===== config.mk =====
export PLATFORM = sky130hd
export DESIGN_NAME = fifo_flex_count
export DESIGN_NICKNAME = d
export VERILOG_FILES = /design/src/rtl/fifo_flex_count_pkg.sv /design/src/rtl/fifo_flex_count_dp_bram.sv /design/src/rtl/fifo_flex_count.sv
export SDC_FILE = /design/constraint.sdc
export NUM_CORES = 1
export LEC_CHECK = 0
export CAP_MARGIN = 0
export CELL_PAD_IN_SITES_DETAIL_PLACEMENT = 1
export CELL_PAD_IN_SITES_GLOBAL_PLACEMENT = 2
export CORE_MARGIN = 2
export CORE_UTILIZATION = 37
export CTS_CLUSTER_DIAMETER = 150
export DETAILED_ROUTE_END_ITERATION = 12
export PLACE_DENSITY = 0.71
export SLEW_MARGIN = 20
export SYNTH_ARGS = -nofsm -noshare
export SYNTH_HDL_FRONTEND = slang
export SYNTH_SLANG_ARGS = --single-unit

===== constraint.sdc =====
create_clock -name clk -period 2.21 [get_ports clk]
set_input_delay 0.442 -clock clk [delete_from_list [all_inputs] [get_ports clk]]
set_output_delay 0.442 -clock clk [all_outputs]
set_load 0.02 [all_outputs]

===== src/rtl/fifo_flex_count_pkg.sv =====
`default_nettype none
// +------------------------------------------------------------------+
// | Module      : fifo_flex_count_pkg                                |
// | Description : Shared constants and sizing helpers for the        |
// |               fifo_flex_count FIFO.                              |
// | Revision    : 1.0 - initial release                              |
// +------------------------------------------------------------------+
package fifo_flex_count_pkg;

  // Read-mode encodings for the FWFT parameter
  localparam int FIFO_MODE_STD  = 0;
  localparam int FIFO_MODE_FWFT = 1;

  // Default geometry
  localparam int FIFO_DEPTH_WIDTH = 3;
  localparam int DEPTH            = 2 ** FIFO_DEPTH_WIDTH;
  localparam int FIFO_PTR_WIDTH   = FIFO_DEPTH_WIDTH + 1;

  // Number of words for a given address width
  function automatic int fifo_depth(input int depth_width);
    return 1 << depth_width;
  endfunction

  // Pointer width: one extra MSB separates full from empty on wrap
  function automatic int fifo_ptr_width(input int depth_width);
    return depth_width + 1;
  endfunction

endpackage
`default_nettype wire


===== src/rtl/fifo_flex_count_dp_bram.sv =====
`default_nettype none
// +------------------------------------------------------------------+
// | Module      : fifo_flex_count_dp_bram                            |
// | Description : Simple dual-port RAM, one write port, one read     |
// |               port with a 1-cycle registered read. The read      |
// |               register clears on reset and holds when not read.  |
// | Revision    : 1.0 - initial release                              |
// +------------------------------------------------------------------+
module fifo_flex_count_dp_bram
  import fifo_flex_count_pkg::*;
#(
  parameter int ADDR_WIDTH = 3,
  parameter int DATA_WIDTH = 8
) (
  input  logic                  clk,
  input  logic                  rst_n,
  input  logic                  we,
  input  logic [ADDR_WIDTH-1:0] waddr,
  input  logic [DATA_WIDTH-1:0] wdata,
  input  logic                  re,
  input  logic [ADDR_WIDTH-1:0] raddr,
  output logic [DATA_WIDTH-1:0] rdata
);

  localparam int c_words = 1 << ADDR_WIDTH;

  logic [DATA_WIDTH-1:0] r_mem [0:c_words-1];
  logic [DATA_WIDTH-1:0] r_rdata;

  // Write port: array content is not reset
  always_ff @(posedge clk) begin
    if (we) begin
      r_mem[waddr] <= wdata;
    end
  end

  // Registered read port, holds its value when not enabled
  always_ff @(posedge clk) begin
    if (!rst_n) begin
      r_rdata <= '0;
    end else if (re) begin
      r_rdata <= r_mem[raddr];
    end
  end

  assign rdata = r_rdata;

endmodule
`default_nettype wire


===== src/rtl/fifo_flex_count.sv =====
`default_nettype none
// +------------------------------------------------------------------+
// | Module      : fifo_flex_count                                    |
// | Description : Single-clock FIFO with occupancy count, standard   |
// |               or first-word-fall-through read, almost-full/empty |
// |               thresholds, synchronous flush and sticky error     |
// |               flags. Optional macro FIFO_HWM_EN adds the         |
// |               high_water output (maximum count since reset or    |
// |               flush).                                            |
// | Revision    : 1.0 - initial release                              |
// +------------------------------------------------------------------+
module fifo_flex_count
  import fifo_flex_count_pkg::*;
#(
  parameter int DATA_WIDTH  = 8,
  parameter int DEPTH_WIDTH = FIFO_DEPTH_WIDTH,
  parameter int FWFT        = FIFO_MODE_STD,
  parameter int AF_THRESH   = 6,
  parameter int AE_THRESH   = 1
) (
  input  logic                  clk,
  input  logic                  rst_n,
  input  logic                  flush,
  input  logic                  wr_en,
  input  logic [DATA_WIDTH-1:0] wr_data,
  output logic                  full,
  output logic                  almost_full,
  input  logic                  rd_en,
  output logic [DATA_WIDTH-1:0] rd_data,
  output logic                  rd_valid,
  output logic                  empty,
  output logic                  almost_empty,
  output logic [DEPTH_WIDTH:0]  count,
  output logic                  overflow,
  output logic                  underflow
`ifdef FIFO_HWM_EN
  ,
  output logic [DEPTH_WIDTH:0]  high_water
`endif
);

  localparam int c_ptr_w = fifo_ptr_width(DEPTH_WIDTH);
  localparam int c_depth = fifo_depth(DEPTH_WIDTH);

  localparam logic [c_ptr_w-1:0]   c_ptr_one  = {{(c_ptr_w-1){1'b0}}, 1'b1};
  localparam logic [DEPTH_WIDTH:0] c_cnt_one  = {{DEPTH_WIDTH{1'b0}}, 1'b1};
  localparam logic [DEPTH_WIDTH:0] c_cnt_full = c_depth[DEPTH_WIDTH:0];
  localparam logic [DEPTH_WIDTH:0] c_af       = AF_THRESH[DEPTH_WIDTH:0];
  localparam logic [DEPTH_WIDTH:0] c_ae       = AE_THRESH[DEPTH_WIDTH:0];

  logic [c_ptr_w-1:0]    r_wr_ptr;
  logic [c_ptr_w-1:0]    r_rd_ptr;
  logic [DEPTH_WIDTH:0]  r_count;
  logic [DEPTH_WIDTH:0]  w_count_next;
  logic                  r_full;
  logic                  r_almost_full;
  logic                  r_almost_empty;
  logic                  r_overflow;
  logic                  r_underflow;
  logic                  w_run;
  logic                  w_wr_accept;
  logic                  w_pop;
  logic                  w_ram_re;
  logic [DATA_WIDTH-1:0] w_ram_q;

  // Reset and flush both suppress any read/write in their cycle
  assign w_run       = rst_n && !flush;
  assign w_wr_accept = w_run && wr_en && !r_full;
  assign w_pop       = w_run && rd_en && !empty;

  fifo_flex_count_dp_bram #(
    .ADDR_WIDTH (DEPTH_WIDTH),
    .DATA_WIDTH (DATA_WIDTH)
  ) u_ram (
    .clk   (clk),
    .rst_n (rst_n),
    .we    (w_wr_accept),
    .waddr (r_wr_ptr[DEPTH_WIDTH-1:0]),
    .wdata (wr_data),
    .re    (w_ram_re),
    .raddr (r_rd_ptr[DEPTH_WIDTH-1:0]),
    .rdata (w_ram_q)
  );

  // Next occupancy: a simultaneous write and pop leaves it unchanged
  always_comb begin
    w_count_next = r_count;
    if (w_wr_accept && !w_pop) begin
      w_count_next = r_count + c_cnt_one;
    end else if (!w_wr_accept && w_pop) begin
      w_count_next = r_count - c_cnt_one;
    end
  end

  // RAM write/read pointers; the read pointer follows RAM reads, not pops
  always_ff @(posedge clk) begin
    if (!w_run) begin
      r_wr_ptr <= '0;
      r_rd_ptr <= '0;
    end else begin
      if (w_wr_accept) begin
        r_wr_ptr <= r_wr_ptr + c_ptr_one;
      end
      if (w_ram_re) begin
        r_rd_ptr <= r_rd_ptr + c_ptr_one;
      end
    end
  end

  // Registered count, thresholds and sticky error flags
  always_ff @(posedge clk) begin
    if (!w_run) begin
      r_count        <= '0;
      r_full         <= 1'b0;
      r_almost_full  <= (c_af == '0);
      r_almost_empty <= 1'b1;
      r_overflow     <= 1'b0;
      r_underflow    <= 1'b0;
    end else begin
      r_count        <= w_count_next;
      r_full         <= (w_count_next == c_cnt_full);
      r_almost_full  <= (w_count_next >= c_af);
      r_almost_empty <= (w_count_next <= c_ae);
      if (wr_en && r_full) begin
        r_overflow <= 1'b1;
      end
      if (rd_en && empty) begin
        r_underflow <= 1'b1;
      end
    end
  end

  if (FWFT == FIFO_MODE_FWFT) begin : g_fwft
    // Two-stage head: RAM read register, then the output register
    logic                  r_q_valid;
    logic                  r_out_valid;
    logic [DATA_WIDTH-1:0] r_out_data;
    logic                  w_out_load;
    logic                  w_ram_empty;

    assign w_ram_empty = (r_wr_ptr == r_rd_ptr);
    assign w_out_load  = w_run && r_q_valid && (!r_out_valid || w_pop);
    assign w_ram_re    = w_run && !w_ram_empty && (!r_q_valid || w_out_load);

    // Stage valid flags move words from RAM toward the output register
    always_ff @(posedge clk) begin
      if (!w_run) begin
        r_q_valid   <= 1'b0;
        r_out_valid <= 1'b0;
      end else begin
        if (w_ram_re) begin
          r_q_valid <= 1'b1;
        end else if (w_out_load) begin
          r_q_valid <= 1'b0;
        end
        if (w_out_load) begin
          r_out_valid <= 1'b1;
        end else if (w_pop) begin
          r_out_valid <= 1'b0;
        end
      end
    end

    // Output data register: cleared by reset only, held through flush
    always_ff @(posedge clk) begin
      if (!rst_n) begin
        r_out_data <= '0;
      end else if (w_out_load) begin
        r_out_data <= w_ram_q;
      end
    end

    assign rd_data  = r_out_data;
    assign rd_valid = r_out_valid;
    assign empty    = !r_out_valid;
  end else begin : g_std
    logic r_rd_valid;
    logic r_empty;

    assign w_ram_re = w_pop;

    // One-cycle valid pulse after each accepted read; empty from count
    always_ff @(posedge clk) begin
      if (!w_run) begin
        r_rd_valid <= 1'b0;
        r_empty    <= 1'b1;
      end else begin
        r_rd_valid <= w_pop;
        r_empty    <= (w_count_next == '0);
      end
    end

    assign rd_data  = w_ram_q;
    assign rd_valid = r_rd_valid;
    assign empty    = r_empty;
  end

`ifdef FIFO_HWM_EN
  logic [DEPTH_WIDTH:0] r_high_water;

  // Track the largest occupancy seen since reset or flush
  always_ff @(posedge clk) begin
    if (!w_run) begin
      r_high_water <= '0;
    end else if (w_count_next > r_high_water) begin
      r_high_water <= w_count_next;
    end
  end

  assign high_water = r_high_water;
`endif

  assign count        = r_count;
  assign full         = r_full;
  assign almost_full  = r_almost_full;
  assign almost_empty = r_almost_empty;
  assign overflow     = r_overflow;
  assign underflow    = r_underflow;

endmodule
`default_nettype wire

==> flow_metrics.tcl <==
set metrics [dict create \
    drt-pass1-iter-count 5 \
    hold_violations 0 \
    fin_skew_ps 11.0 \
    grt_max_degree 19 \
    holdBufCountCts 0 \
    cts_setup_buffers 0 \
    synth-seq-area-share_pct 68.5 \
    grt_pass1_vias 2032 \
    yosys_register_bits 89 \
    setup_viol 0 \
    rsz0062_at_grt "no" \
    worst_slew_pin_slew_ps 605 \
    coreArea_um2 9240 \
    status "finished, final reports clean" \
    fin_nets 288 \
    dieArea_um2 10400 \
    critPathTopFamily "buffers and inverters" \
    path_depth 1 \
    crit_path_end "count[0]" \
    rr_startpoint "count[0]" \
    ir_drop_uv 348 \
    synth_area_um2 3530 \
    insertion_delay_ps 360 \
    multi_input_comb_area_um2 1030 \
    synth_edf_count 64 \
    antenna_cells 0 \
    syn_nets 238 \
    fillers 937 \
    min_path_cells 2 \
    die_w_um 102 \
    total_power_mw 3.10 \
    post-route-drc-count 0 \
    cts-root-buf "clkbuf_8" \
    synth.distinct_cells 36 \
    seqPwrFrac_pct 58.8 \
    hpwl_um 4870 \
    slew_headroom_pct 59.6 \
    initial_core_util_pct 38.3 \
    p_int_mw 2.34 \
    grt.total_usage_pct 15.0 \
    tns_ps 0 \
    slowest_delay_ps 670 \
    combPwrFrac_pct 6.8 \
    slew_viol_final 0 \
    port_buffers 31 \
    p_per_area_nw_per_um2 727 \
    clkTransAtPathRegs_ps 100 \
    drv_cap 0 \
    grt_pass1_wl_um 11200 \
    p_switching_uw 759 \
    p_leak_nw 1.39 \
    crit_start "count[0]" \
    via_count 2032 \
    cts_buffer_depth 2 \
    drtIter0Drc 99 \
    gp_congestion 0.764 \
    swShare_pct 24.5 \
    crit_path_top_delay_cell "clkdlybuf4s50_1" \
    r2r-end "almost_full" \
    pwr-share-clk_pct 34.4 \
    cp-start-kind "flop" \
    cts_resized 0 \
    drt_wl_total_um 7090 \
    num_rows 35 \
    via_per_inst 5.02 \
    cts_sinks 89 \
    fin_crit_sh_pct 88.8 \
    whs_ps 489 \
    synth_top_area_share_pct 54.4 \
    pin_count 32 \
    max_freq_mhz 510 \
    crit_buf_inv 1 \
    ys_top_cells_by_area "edfxtp_1 54%, dfxtp_1 14%, mux4_2 10%" \
    hp-class "reg2reg" \
    min_period_ps 1960 \
    cts_tree "yes" \
    end_kind "output port" \
    reg2reg_depth 6 \
    synth_cells 221 \
    seq_area_um2 2420 \
    synthArstFlopShare_pct 0 \
    dpl-instance-area_um2 4070 \
    syn_avg_cell_area_um2 16.0 \
    syn_to_final_growth_pct 20.5 \
    final_cell_area_um2 4260 \
    arrival_ps 1520 \
    grt-ovfl-total 0 \
    critPathRequiredTime_ps 1770 \
    fin_util_pct 46.1 \
    synth.top_cells.by_count "64 x edfxtp_1, 25 x dfxtp_1, 16 x mux4_2, 16 x nor2_1, 14 x a21oi_1" \
    h-tree-depth 3 \
    yosysTopAreaCell "edfxtp_1" \
    drtAntennaViolNets 0 \
    critical_path_class "reg2out" \
    synth-warning-count 0 \
    cts_buffers 9 \
    rrSetupSlack_ps 430 \
    drive_gt1_share_pct 21.0 \
    die_h_um 102 \
    antenna_found_initial 0 \
    crit_fanout 8 \
    synth.most_common_cell "edfxtp_1" \
    avgRoutedWirePerCell_um 17.5 \
    synth_flop_cell "edfxtp_1" \
    crit_chain "clkdlybuf4s50_1" \
]
## sequential cells by signal (all words and copies together) (netlist names)
signal / cells
u_ram.r_mem: 64
u_ram.rdata: 8
count: 4
r_rd_ptr: 3
r_wr_ptr: 3
almost_empty: 1
almost_full: 1
empty: 1
full: 1
overflow: 1
rd_valid: 1
underflow: 1
## area by class of cell
cell class | count | area share [%]
clock inverter | 7 | 1.44
clock buffer | 9 | 2.91
sequential | 89 | 56.9
timing repair buffer | 50 | 10.6
tap | 129 | 3.79
inverter | 2 | 0.176
multi-input combinational | 119 | 24.2
## power by group through the flow
stage | Combinational [mW] | Sequential (mW) | Clock (mW)
2_1_floorplan | 0.103 | 1.87 | 0
3_3_place_gp | 0.210 | 1.86 | 0
3_5_place_dp | 0.212 | 1.86 | 0
4_1_cts | 0.213 | 1.82 | 1.10
5_1_grt | 0.231 | 1.83 | 1.17
6_report | 0.210 | 1.82 | 1.06
## through the flow
step / std cells / setup WS, ps
after global routing: 405 / 181
final: 405 / 248
after floorplan: 221 / 77.2
after CTS: 405 / 228
after detailed placement: 389 / -14.8
after global placement: 389 / -20.0
## cell usage in the layout, fill, tap and decap left out, types with 3 or more instances in the layout
master / instances
or3_1: 3
clkdlybuf4s50_1: 31
clkbuf_8: 9
edfxtp_1: 64
nand2_1: 10
mux4_2: 16
mux2i_1: 8
dfxtp_1: 25
a21oi_1: 14
ha_1: 4
o21ai_0: 9
nand2b_1: 4
buf_4: 19
nor2_1: 16
nor3_1: 7
## logic make-up (layout without fill, tap and decap cells)
family / count (synthesis) / count (layout) / synth area share (%)
AO/OA/AOI/OAI: 34 / 34 / 6.05
XOR/XNOR: 4 / 4 / 0.991
adder cells (fa/ha/maj): 4 / 4 / 1.42
buffers and inverters: 13 / 68 / 2.37
flip-flops: 89 / 89 / 68.5
multiplexers: 24 / 24 / 12.5
AND/OR/NAND/NOR: 53 / 53 / 8.18
## worst min-delay path by stage
stage	startpoint	endpoint	slack, ps
floorplan	r_wr_ptr[1]	r_wr_ptr[1]	500
global placement	underflow	underflow	450
detailed placement	underflow	underflow	470
CTS	underflow	underflow	490
global route	underflow	underflow	530
finish	underflow	underflow	490
## per-layer routing
metal  global-route usage (%)  up-vias  part of all wire, %
met3                     2.97        8                  3.1
met1                     21.8     1024                   51
li1                         -      952                    -
met2                     22.1       48                   45
met4                     5.93        0                  1.3
met5                        0        -                    0
No activity file was read; power rests on OpenSTA's default activity.
